`src/rtl/mem_arbiter.sv`:
```
// mem_arbiter: shares one line-granular main memory between the instruction
// cache (client 0) and the data cache (client 1). One line transaction is in
// flight at a time; the winner is chosen round-robin and its request is
// captured so the memory sees a stable copy until it completes.
module mem_arbiter #(
    parameter  int LINE_ADDR_LEN = 3,
    parameter  int ADDR_LEN      = 10,
    localparam int LW            = 32 << LINE_ADDR_LEN
) (
    input  logic                clk,
    input  logic                rst,
    input  logic [1:0]          c_rd_req,
    input  logic [1:0]          c_wr_req,
    input  logic [ADDR_LEN-1:0] c0_addr,
    input  logic [ADDR_LEN-1:0] c1_addr,
    input  logic [LW-1:0]       c0_wr_line,
    input  logic [LW-1:0]       c1_wr_line,
    output logic [1:0]          c_gnt,
    output logic [LW-1:0]       c0_rd_line,
    output logic [LW-1:0]       c1_rd_line,
    output logic                mem_rd_req,
    output logic                mem_wr_req,
    output logic [ADDR_LEN-1:0] mem_addr,
    output logic [LW-1:0]       mem_wr_line,
    input  logic [LW-1:0]       mem_rd_line,
    input  logic                mem_gnt,
    output logic [15:0]         gnt_cnt0,
    output logic [15:0]         gnt_cnt1
);

    typedef enum logic [1:0] {
        IDLE = 2'd0,
        BUSY = 2'd1,
        DONE = 2'd2
    } state_t;

    state_t              state;
    state_t              next_state;
    logic                rr_ptr;
    logic                owner;
    logic                op_wr;
    logic [ADDR_LEN-1:0] addr_q;
    logic [LW-1:0]       wline_q;
    logic                req0;
    logic                req1;
    logic                any_req;
    logic                winner;
    logic                win_wr;

    // Pick the winner: the preferred client on contention, otherwise the lone requester; a write beats a read from the same client.
    always_comb begin
        req0    = c_rd_req[0] | c_wr_req[0];
        req1    = c_rd_req[1] | c_wr_req[1];
        any_req = req0 | req1;
        winner  = (req0 && req1) ? rr_ptr : req1;
        win_wr  = c_wr_req[winner];
    end

    // State register; reset abandons any in-flight transaction without a completion pulse.
    always_ff @(posedge clk or negedge rst) begin
        if (!rst) begin
            state <= IDLE;
        end else begin
            state <= next_state;
        end
    end

    // Next state and memory/client handshakes; memory side is driven only from the captured copy while BUSY.
    always_comb begin
        next_state  = state;
        mem_rd_req  = 1'b0;
        mem_wr_req  = 1'b0;
        mem_addr    = '0;
        mem_wr_line = '0;
        c_gnt       = 2'b00;
        case (state)
            IDLE: begin
                if (any_req) begin
                    next_state = BUSY;
                end
            end
            BUSY: begin
                mem_rd_req  = ~op_wr;
                mem_wr_req  = op_wr;
                mem_addr    = addr_q;
                mem_wr_line = wline_q;
                if (mem_gnt) begin
                    next_state = DONE;
                end
            end
            DONE: begin
                c_gnt      = owner ? 2'b10 : 2'b01;
                next_state = IDLE;
            end
            default: begin
                next_state = IDLE;
            end
        endcase
    end

    // Capture the winning client's id, op, address and write line when a transaction starts.
    always_ff @(posedge clk or negedge rst) begin
        if (!rst) begin
            owner   <= 1'b0;
            op_wr   <= 1'b0;
            addr_q  <= '0;
            wline_q <= '0;
        end else if (state == IDLE && any_req) begin
            owner   <= winner;
            op_wr   <= win_wr;
            addr_q  <= winner ? c1_addr : c0_addr;
            wline_q <= winner ? c1_wr_line : c0_wr_line;
        end
    end

    // Return the memory line to the owner on a read completion; writes leave the held lines alone.
    always_ff @(posedge clk or negedge rst) begin
        if (!rst) begin
            c0_rd_line <= '0;
            c1_rd_line <= '0;
        end else if (state == BUSY && mem_gnt && !op_wr) begin
            if (owner) begin
                c1_rd_line <= mem_rd_line;
            end else begin
                c0_rd_line <= mem_rd_line;
            end
        end
    end

    // On completion hand preference to the other client and bump the owner's saturating grant counter.
    always_ff @(posedge clk or negedge rst) begin
        if (!rst) begin
            rr_ptr   <= 1'b0;
            gnt_cnt0 <= '0;
            gnt_cnt1 <= '0;
        end else if (state == DONE) begin
            rr_ptr <= ~owner;
            if (!owner && gnt_cnt0 != 16'hFFFF) begin
                gnt_cnt0 <= gnt_cnt0 + 16'd1;
            end
            if (owner && gnt_cnt1 != 16'hFFFF) begin
                gnt_cnt1 <= gnt_cnt1 + 16'd1;
            end
        end
    end

endmodule

```
`config.mk`:
```
export PLATFORM = sky130hd
export DESIGN_NAME = mem_arbiter
export DESIGN_NICKNAME = d
export VERILOG_FILES = /design/src/rtl/mem_arbiter.sv
export SDC_FILE = /design/constraint.sdc
export NUM_CORES = 1
export LEC_CHECK = 0
export ABC_AREA = 1
export CAP_MARGIN = 20
export CORE_AREA = 2 2 624 626
export DETAILED_ROUTE_END_ITERATION = 12
export DIE_AREA = 0 0 626 628
export PLACE_DENSITY_LB_ADDON = 0.08
export REMOVE_ABC_BUFFERS = 1
export SETUP_SLACK_MARGIN = 0.1
export SLEW_MARGIN = 20
export SYNTH_ARGS = -nofsm -noshare
export SYNTH_HDL_FRONTEND = slang
export SYNTH_SLANG_ARGS = --single-unit
```
`constraint.sdc`:
```
create_clock -name clk -period 3.4 [get_ports clk]
set_input_delay 0.68 -clock clk [delete_from_list [all_inputs] [get_ports clk]]
set_output_delay 0.68 -clock clk [all_outputs]
set_load 0.1 [all_outputs]
```
==> summary.log, run 1 <==
[setup_path] R2R cell count 8
[cts] CTS Buf Count 135
[worst_hold_path] Hold WC Path Type input port to flip-flop
[grt] global route overflow 0
[logic_synthesis] number of distinct library cells after synthesis 28
[setup_path] worst reg-to-reg setup slack 0.94 ns
[setup_path] worst-path cell chain clkinvlp_4 -> buf_4 -> nand2_4 -> nor2_1 -> buf_4
[setup_path] endpoint kind of the worst setup timing path output port
[setup_path] launching element of the worst setup path state[1]
[sta] unrepaired setup endpoints after global routing no
[cells_and_area] most common cell after layout, fill and taps aside sky130_fd_sc_hd__nand2_1
[setup_path] CP top delay family buffers and inverters
[route] average detailed-routed wire length per instance 25.4 um
[route] WL final 284000 um
[floorplan] Std-Cell Core Area 387000 um^2
[route] antenna-violating nets left 0
[floorplan] starting utilization of the core area 9.06%
[sta] worst slew slack as a fraction of its limit 31.8%
[grt] wire length of the first global-routing pass 371000 um
[sta] final worst path period need 3.11 ns
[setup_path] arrival time of data at the critical path endpoint 2.43 ns
[cells_and_area] Total Nets Final 6680
[setup_path] slowest stage cell on the critical path sky130_fd_sc_hd__nor2_1
[sta] number of failing hold endpoints at the final stage 0
[cts] sink count of the clock tree 815
[setup_path] CP startpoint kind flip-flop
[sta] max-slew violation count 0
[placement] final estimated routing congestion in global placement 0.806
[cts] clock-pin slew of the registers on the worst-case setup and hold paths 0.05 ns
[route] via-per-instance ratio 3.18
[sta] minimum hold slack 0.398 ns
[grt] number of antenna violations at the first check in global routing 175
[cells_and_area] most used cells in the layout excluding fill and tap cells 923 x sky130_fd_sc_hd__nand2_1, 818 x sky130_fd_sc_hd__clkdlybuf4s50_1, 814 x sky130_fd_sc_hd__dfrtp_1
[floorplan] Die Outline Area 393000 um^2
[setup_path] worst reg2reg endpoint c1_rd_line[25]
[sta] final number of setup-violating endpoints 0
[cts] source-to-sink clock delay at the later pin of the worst-skew pair 0.85 ns
[setup_path] Worst EP required 2.72 ns
[logic_synthesis] number of warning messages in the yosys log 0
[floorplan] Rows 229
[floorplan] Die Wd 626 um
[placement] Detailed Place HPWL 230000 um
[cts] buffer type at the clock tree root sky130_fd_sc_hd__clkbuf_16
[logic_synthesis] share of the synthesized area in the top cell type 58.2%
[setup_path] crit path capture mem_wr_line[0]
[setup_path] delay of the slowest cell on the worst path 0.40 ns
[placement] Port Buffers 1608
[setup_path] r2r startpoint state[1]
[setup_path] count of buffer and inverter cells on the critical path 3
[cts] number of buffers on the longest clock path 4
[cts] TritonCTS clock tree done
[logic_synthesis] number of instances in the synthesized netlist 4234
[logic_synthesis] Cell Area, Synth 35100 um^2
[setup_path] category of the critical setup timing path flip-flop to output port
[logic_synthesis] synthesized area per cell 8.28 um^2
[cells_and_area] area growth from synthesis to final layout 80.3%
[setup_path] biggest fanout along the worst timing path 5
[logic_synthesis] most area-hungry cell type in the Yosys netlist sky130_fd_sc_hd__dfrtp_1
[cells_and_area] ratio of cells with drive above 1 in the final layout 19.6%
[logic_synthesis] count of state elements after synthesis 815
[sta] Max Freq 322 MHz
[logic_synthesis] ranking of synthesized cells by area sky130_fd_sc_hd__dfrtp_1 58%, sky130_fd_sc_hd__nand2_1 9.9%, sky130_fd_sc_hd__o21ai_0 7.6%
[sta] final worst path period share 91.3%
[route] via count 35700
[run] count of maximum capacitance violations 0
[grt] total global-route track usage 14.0%
[grt] largest net degree at the start of global routing 68
[logic_synthesis] share of synthesized area occupied by flip-flops and latches 58.2%
[setup_path] instance count on the critical path 5
[route] residual DRC count 0
[sta] transition time at the pin with the least slew margin 1.02 ns
[cts] H-tree depth 4
[floorplan] die extent in y 628 um
[outcome] status finished, final reports clean
[route] length of the first detailed-routing pass in iterations 5
[route] DRC marker count from the first detailed-route iteration 1777
[grt] number of global-route vias before repair 37300
[setup_path] cell occurring most often along the worst timing path sky130_fd_sc_hd__buf_4
[sta] final clock skew 0.117 ns
[floorplan] Boundary Pins 1609
==> cell families (layout without fill, tap and decap cells) <==
group	count (synthesis)	count (layout)	share of synthesized area [%]
compound gates	1059	1059	15.2
xor+xnor	13	13	0.325
fa+ha+maj	2	2	0.0713
buf+inv	812	2544	9.51
flops	815	815	58.2
other cells	0	31	0
simple gates	1533	1536	16.8
==> per-stage QoR <==
stage	setup WS [ns]	area (um^2)	TNS (ns)	utilization (%)	std cells
floorplan	-2.87	33800	-2372.56	-	3973
global placement	0.437	58700	0	15.2	10900
detailed placement	0.410	58700	0	15.2	10900
CTS	0.128	63100	0	16.3	11200
global route	0.213	63200	0	16.3	11200
finish	0.295	63200	0	16.3	11200
==> cells in the mapped netlist (all sizes together) <==
cell / count
xnor2: 13
nor2: 573
clkbuf: 76
o21ai: 1057
inv: 551
or2: 1
and2: 1
o22ai: 1
nor3: 1
nand4: 12
nand2: 927
nand3: 17
ha: 2
dfrtp: 815
buf: 185
nand3b: 1
a21oi: 1
==> sequential cells by signal, summed over array words and instances (netlist names) <==
register    count
c0_rd_line    256
c1_rd_line    256
wline_q       256
gnt_cnt0       16
gnt_cnt1       16
addr_q         10
state           2
op_wr           1
owner           1
rr_ptr          1
==> routing by layer <==
| layer | global-route usage (%) | part of all wire (%) |
|---|---|---|
| met2 | 27.1 | 54 |
| met4 | 3.84 | 3.1 |
| met1 | 13.4 | 33 |
| met3 | 5.70 | 9.6 |
| met5 | 0 | 0.095 |
==> worst min path at each step <==
| stage | cells past startpoint | start | endpoint | slack, ns |
|---|---|---|---|---|
| after floorplan | 0 | rst | addr_q[0] | 0.38 |
| after global placement | 2 | c0_rd_line[25] | c0_rd_line[25] | 0.47 |
| after detailed placement | 2 | wline_q[68] | wline_q[68] | 0.47 |
| after CTS | 3 | mem_rd_line[200] | c1_rd_line[200] | 0.27 |
| after global routing | 3 | mem_rd_line[173] | c1_rd_line[173] | 0.34 |
| final | 3 | mem_rd_line[170] | c0_rd_line[170] | 0.40 |
==> tightest hold or removal path: cells and delay by family <==
family,cells,cell delay (ns)
buf+inv,2,0.46
compound gates,1,0.06
==> repair_timing <==
item	CTS	global route
hold endpoints to repair	23	0
endpoints found under the setup margin	191	0
setup buffers	5	0
hold buffers	1	0
resized for setup	13	0
==> cell type report <==
cell class | instances | area (um^2)
tap | 5197 | 6500
fill | 43700 | 324000
clock inverter | 21 | 352
sequential | 815 | 20400
multi-input combinational | 2610 | 11400
timing repair buffer | 1770 | 18400
inverter | 551 | 2080
clock buffer | 202 | 4010
antenna | 31 | 77.6
Power of run 1 is left out: the tool's default activity adds up to more than one toggle a clock period on the data nets, which glitch-free logic cannot reach.
==> run 2, diff against run 1 <==
Settings changed: CTS_CLUSTER_DIAMETER set to 80.
==> run 2 against run 1 <==
  * Register-to-register slack about the same
  * Global-route usage about the same
  * Count of clock-buffer cells in the layout down 2
  * Critical endpoint unchanged
  * Largest cell class unchanged
  * Critical path type unchanged
==> summary.log, run 2 (synthesis gave the netlist of run 1 again) <==
[floorplan] die extent in y 628 um [unchanged]
[worst_hold_path] number of cells on the worst hold path 3 [unchanged]
[setup_path] launching element of the worst setup path state[1] [unchanged]
[grt] largest net degree at the start of global routing 68 [unchanged]
[grt] global route overflow 0 [unchanged]
[cts] TritonCTS clock tree done [unchanged]
[route] antenna-violating nets left 0 [unchanged]
[floorplan] Die Outline Area 393000 um^2 [unchanged]
[cts] H-tree depth 4 [unchanged]
[cts] number of buffers on the longest clock path 4 [unchanged]
[floorplan] Boundary Pins 1609 [unchanged]
[cts] sink count of the clock tree 815 [unchanged]
[run] count of maximum capacitance violations 0 [unchanged]
[cells_and_area] most used cells in the layout excluding fill and tap cells 923 x sky130_fd_sc_hd__nand2_1, 818 x sky130_fd_sc_hd__clkdlybuf4s50_1, 814 x sky130_fd_sc_hd__dfrtp_1 [unchanged]
[route] residual DRC count 0 [unchanged]
[placement] instance count after placement with tap cells included 10900 [unchanged]
[route] DRC marker count from the first detailed-route iteration 1817 [was 1777]
[cts] source-to-sink clock delay at the later pin of the worst-skew pair 0.86 ns [was 0.85 ns]
[cells_and_area] most common cell after layout, fill and taps aside sky130_fd_sc_hd__nand2_1 [unchanged]
[cells_and_area] area growth from synthesis to final layout 80.9% [was 80.3%]
[floorplan] Die Wd 626 um [unchanged]
[grt] wire length of the first global-routing pass 371000 um [about the same]
[floorplan] starting utilization of the core area 9.06% [unchanged]
[floorplan] Rows 229 [unchanged]
[sta] minimum hold slack 0.389 ns [was 0.398 ns]
[setup_path] Worst EP required 2.72 ns [about the same]
[cells_and_area] number of standard cells in the final layout excluding fillers 11200 [about the same]
[setup_path] r2r startpoint state[0] [was state[1]]
[cells_and_area] Fillers 43700 [about the same]
[cells_and_area] Total Nets Final 6687 [was 6680]
[cts] buffer type at the clock tree root sky130_fd_sc_hd__clkbuf_16 [unchanged]
[cts] CTS Buf Count 142 [was 135]
[setup_path] biggest fanout along the worst timing path 5 [unchanged]
[cts] clock-pin slew of the registers on the worst-case setup and hold paths 0.05 ns [about the same]
[sta] unrepaired setup endpoints after global routing no [unchanged]
[sta] Max Freq 320 MHz [was 322 MHz]
[setup_path] arrival time of data at the critical path endpoint 2.45 ns [was 2.43 ns]
[grt] number of antenna violations at the first check in global routing 173 [was 175]
[sta] setup TNS 0 ns [unchanged]
[outcome] status finished, final reports clean [unchanged]
[sta] final clock skew 0.112 ns [was 0.117 ns]
[cells_and_area] Seq. cell area 20400 um^2 [unchanged]
[sta] final worst path period share 92.0% [was 91.3%]
[grt] total global-route track usage 14.0% [about the same]
[sta] transition time at the pin with the least slew margin 1.02 ns [about the same]
[route] via-per-instance ratio 3.17 [was 3.18]
[setup_path] R2R cell count 7 [was 8]
[floorplan] Std-Cell Core Area 387000 um^2 [unchanged]
[cells_and_area] multi-input logic area 11400 um^2 [unchanged]
[placement] final estimated routing congestion in global placement 0.806 [unchanged]
[cells_and_area] largest registers ranked by flip-flop count c0_rd_line x256, c1_rd_line x256, wline_q x256 [unchanged]
[cells_and_area] core occupancy in the finished layout 16.4% [was 16.3%]
[sta] final number of setup-violating endpoints 0 [unchanged]
[worst_hold_path] origin of the worst min-delay path mem_rd_line[170] [unchanged]
[worst_hold_path] Hold WC Path Type input port to flip-flop [unchanged]
[route] length of the first detailed-routing pass in iterations 5 [unchanged]
[sta] max-slew violation count 0 [unchanged]
[sta] number of failing hold endpoints at the final stage 0 [unchanged]
[sta] final worst path period need 3.13 ns [was 3.11 ns]
[cells_and_area] ratio of cells with drive above 1 in the final layout 20.0% [was 19.6%]
[setup_path] category of the critical setup timing path flip-flop to output port [unchanged]
[setup_path] endpoint kind of the worst setup timing path output port [unchanged]
[route] via count 35600 [was 35700]
[placement] Detailed Place HPWL 230000 um [unchanged]
[route] WL final 284000 um [about the same]
[grt] number of global-route vias before repair 37400 [was 37300]
[route] average detailed-routed wire length per instance 25.3 um [was 25.4 um]
[setup_path] CP startpoint kind flip-flop [unchanged]
[sta] worst slew slack as a fraction of its limit 31.8% [about the same]
[placement] Port Buffers 1608 [unchanged]
[run 2: final timing paths]
| check | to | slack, ns |
|---|---|---|
| min in group asynchronous | c1_rd_line[200] | 0.50 |
| min | c1_rd_line[170] | 0.39 |
| max | mem_wr_line[0] | 0.27 |
| min reg2reg | c1_rd_line[23] | 0.48 |
| max reg2reg | c1_rd_line[25] | 0.94 |
| max in group asynchronous | c0_rd_line[89] | 1.85 |
[run 2: stage by stage]
step,setup slack [ns],instance area (um^2)
floorplan,-2.87,33800
global placement,0.437,58700
detailed placement,0.410,58700
CTS,0.119,63300
global route,0.202,63400
finish,0.271,63400
[run 2: critical path: stages, from the launching register on]
cell and delay (ns):
sky130_fd_sc_hd__dfrtp_1 0.38, sky130_fd_sc_hd__clkinvlp_4 0.13, sky130_fd_sc_hd__buf_4 0.23, sky130_fd_sc_hd__nand2_4 0.12, sky130_fd_sc_hd__nor2_1 0.40, sky130_fd_sc_hd__buf_4 0.39
[run 2: metal layers]
metal	global-route usage (%)	vias to the layer above	routed length, um
li1	-	16600	-
met4	4.23	40	8530
met5	0	-	246
met1	13.3	17200	93700
met3	5.85	463	28100
met2	26.9	1353	154000
[run 2: area by class of cell]
| class | count | area share [%] |
|---|---|---|
| timing repair buffer | 1770 | 29.0 |
| antenna | 40 | 0.158 |
| inverter | 551 | 3.28 |
| tap | 5197 | 10.3 |
| sequential | 815 | 32.2 |
| clock buffer | 200 | 6.44 |
| clock inverter | 46 | 0.726 |
| multi-input combinational | 2610 | 18.0 |
[run 2: repair_timing]
action	CTS	global route
hold endpoints to repair	23	0
resized for setup	13	0
setup endpoints to repair	194	0
buffers inserted	5	0
hold buffers	1	0
Power of run 2 is left out for the same reason.
==> run 3, diff against run 2 <==
Settings changed: CTS_BUF_LIST set to sky130_fd_sc_hd__clkbuf_16, SLEW_MARGIN 20 to 10.
==> run 3 against run 2 <==
  * First-iteration DRC count increased by 0.55%
  * Clock skew increased by 0.0024 ns
  * Utilization decreased by 0.067 points
  * Worst setup slack about the same
  * Die area unchanged
  * Flip-flop and latch count unchanged
  * Critical path depth unchanged
  * Count of clock-buffer cells in the layout decreased by 55
  * Global-route usage about the same
  * Critical endpoint unchanged
  * Highest routed layer unchanged
==> summary.log, run 3 (synthesis gave the netlist of run 1 again) <==
[outcome] status finished, final reports clean [unchanged]
[cts] clock-pin slew of the registers on the worst-case setup and hold paths 0.05 ns [about the same]
[grt] number of antenna violations at the first check in global routing 173 [unchanged]
[route] WL final 284000 um [about the same]
[cells_and_area] Total Nets Final 6687 [unchanged]
[worst_hold_path] Hold WC Path Type input port to flip-flop [unchanged]
[worst_hold_path] origin of the worst min-delay path mem_rd_line[170] [unchanged]
[setup_path] Worst EP required 2.72 ns [about the same]
[sta] final worst path period need 3.13 ns [about the same]
[route] length of the first detailed-routing pass in iterations 5 [unchanged]
[floorplan] Boundary Pins 1609 [unchanged]
[cells_and_area] ratio of cells with drive above 1 in the final layout 19.6% [was 20.0%]
[setup_path] worst reg2reg endpoint c1_rd_line[25] [unchanged]
[setup_path] CP startpoint kind flip-flop [unchanged]
[setup_path] category of the critical setup timing path flip-flop to output port [unchanged]
[setup_path] count of buffer and inverter cells on the critical path 3 [unchanged]
[cells_and_area] area growth from synthesis to final layout 80.1% [was 80.9%]
[cts] TritonCTS clock tree done [unchanged]
[grt] global route overflow 0 [unchanged]
[cts] H-tree depth 4 [unchanged]
[floorplan] die extent in y 628 um [unchanged]
[sta] number of failing hold endpoints at the final stage 0 [unchanged]
[cells_and_area] most common cell after layout, fill and taps aside sky130_fd_sc_hd__nand2_1 [unchanged]
[route] average detailed-routed wire length per instance 25.3 um [about the same]
[setup_path] arrival time of data at the critical path endpoint 2.45 ns [about the same]
[placement] Port Buffers 1608 [unchanged]
[run] count of maximum capacitance violations 0 [unchanged]
[placement] final estimated routing congestion in global placement 0.806 [unchanged]
[sta] worst slew slack as a fraction of its limit 31.8% [unchanged]
[grt] total global-route track usage 14.0% [about the same]
[route] residual DRC count 0 [unchanged]
[route] DRC marker count from the first detailed-route iteration 1827 [was 1817]
[grt] number of global-route vias before repair 37400 [about the same]
[cts] number of buffers on the longest clock path 4 [unchanged]
[setup_path] delay of the slowest cell on the worst path 0.40 ns [about the same]
[cts] buffer type at the clock tree root sky130_fd_sc_hd__clkbuf_16 [unchanged]
[placement] Detailed Place HPWL 230000 um [unchanged]
[sta] Max Freq 320 MHz [about the same]
[route] via-per-instance ratio 3.18 [was 3.17]
[route] via count 35700 [was 35600]
[setup_path] CP top delay family buffers and inverters [unchanged]
[sta] final number of setup-violating endpoints 0 [unchanged]
[grt] largest net degree at the start of global routing 68 [unchanged]
[floorplan] Die Outline Area 393000 um^2 [unchanged]
[setup_path] worst reg-to-reg setup slack 0.94 ns [about the same]
[floorplan] Rows 229 [unchanged]
[setup_path] cell occurring most often along the worst timing path sky130_fd_sc_hd__buf_4 [unchanged]
[floorplan] Die Wd 626 um [unchanged]
[setup_path] R2R cell count 7 [unchanged]
[setup_path] slowest stage cell on the critical path sky130_fd_sc_hd__nor2_1 [unchanged]
[cts] source-to-sink clock delay at the later pin of the worst-skew pair 0.87 ns [was 0.86 ns]
[setup_path] r2r startpoint state[0] [unchanged]
[setup_path] endpoint kind of the worst setup timing path output port [unchanged]
[sta] unrepaired setup endpoints after global routing no [unchanged]
[cts] sink count of the clock tree 815 [unchanged]
[grt] wire length of the first global-routing pass 371000 um [about the same]
[worst_hold_path] worst hold path endpoint c0_rd_line[170] [was c1_rd_line[170]]
[sta] setup TNS 0 ns [unchanged]
[cts] CTS Buf Count 142 [unchanged]
[sta] final clock skew 0.114 ns [was 0.112 ns]
[cells_and_area] largest registers ranked by flip-flop count c0_rd_line x256, c1_rd_line x256, wline_q x256 [unchanged]
[floorplan] starting utilization of the core area 9.06% [unchanged]
[floorplan] Std-Cell Core Area 387000 um^2 [unchanged]
[sta] transition time at the pin with the least slew margin 1.02 ns [unchanged]
[sta] minimum hold slack 0.387 ns [was 0.389 ns]
[route] antenna-violating nets left 0 [unchanged]
[cells_and_area] Fillers 43800 [was 43700]
[cells_and_area] most used cells in the layout excluding fill and tap cells 923 x sky130_fd_sc_hd__nand2_1, 818 x sky130_fd_sc_hd__clkdlybuf4s50_1, 814 x sky130_fd_sc_hd__dfrtp_1 [unchanged]
[sta] max-slew violation count 0 [unchanged]
[setup_path] worst-path cell chain clkinvlp_4 -> buf_4 -> nand2_4 -> nor2_1 -> buf_4 [unchanged]
[worst_hold_path] number of cells on the worst hold path 3 [unchanged]
[setup_path] biggest fanout along the worst timing path 5 [unchanged]
[sta] final worst path period share 92.0% [about the same]
[run 3: timing repair]
action                                  CTS  global route
buffers inserted                          5             0
hold endpoints to repair                 23             0
hold buffers                              1             0
endpoints found under the setup margin  194             0
resized for setup                        13             0
[run 3: routing by layer]
metal	track usage [%]	vias to the layer above	part of all wire (%)
met5	0	-	0.090
met4	4.23	42	3.0
met3	5.84	467	9.9
met2	26.9	1361	54
met1	13.3	17200	33
li1	-	16600	-
[run 3: tightest hold or removal path: stages]
cell and delay [ns]:
sky130_fd_sc_hd__clkdlybuf4s50_1 0.39, sky130_fd_sc_hd__inv_1 0.07, sky130_fd_sc_hd__o21ai_1 0.06
[run 3: through the flow]
step | setup WS (ns) | instances | area, um^2 | util, %
after floorplan | -2.87 | 3973 | 33800 | -
after global placement | 0.437 | 10900 | 58700 | 15.2
after detailed placement | 0.410 | 10900 | 58700 | 15.2
after CTS | 0.119 | 11200 | 63100 | 16.3
after global routing | 0.202 | 11200 | 63100 | 16.3
final | 0.271 | 11200 | 63200 | 16.3
[run 3: final cells by class]
cell class	instances	area, um^2	area share (%)
diodes	36	90.1	0.143
clock buffers	145	3630	5.74
clock inverters	101	667	1.06
inverters	551	2080	3.29
multi-input cells	2610	11400	18.1
flip-flops and latches	815	20400	32.3
well taps	5197	6500	10.3
repair buffers	1770	18400	29.1
[run 3: how the worst max path moves through the flow]
| stage | from | cells past startpoint | slack (ns) | endpoint |
|---|---|---|---|---|
| floorplan | c_rd_req[1] | 3 | -2.87 | op_wr |
| global placement | c_wr_req[1] | 10 | 0.44 | wline_q[210] |
| detailed placement | c_rd_req[1] | 10 | 0.41 | wline_q[210] |
| CTS | state[1] | 5 | 0.12 | mem_wr_line[0] |
| global route | state[1] | 5 | 0.20 | mem_wr_line[0] |
| finish | state[1] | 5 | 0.27 | mem_wr_line[0] |
Power of run 3 is left out for the same reason.
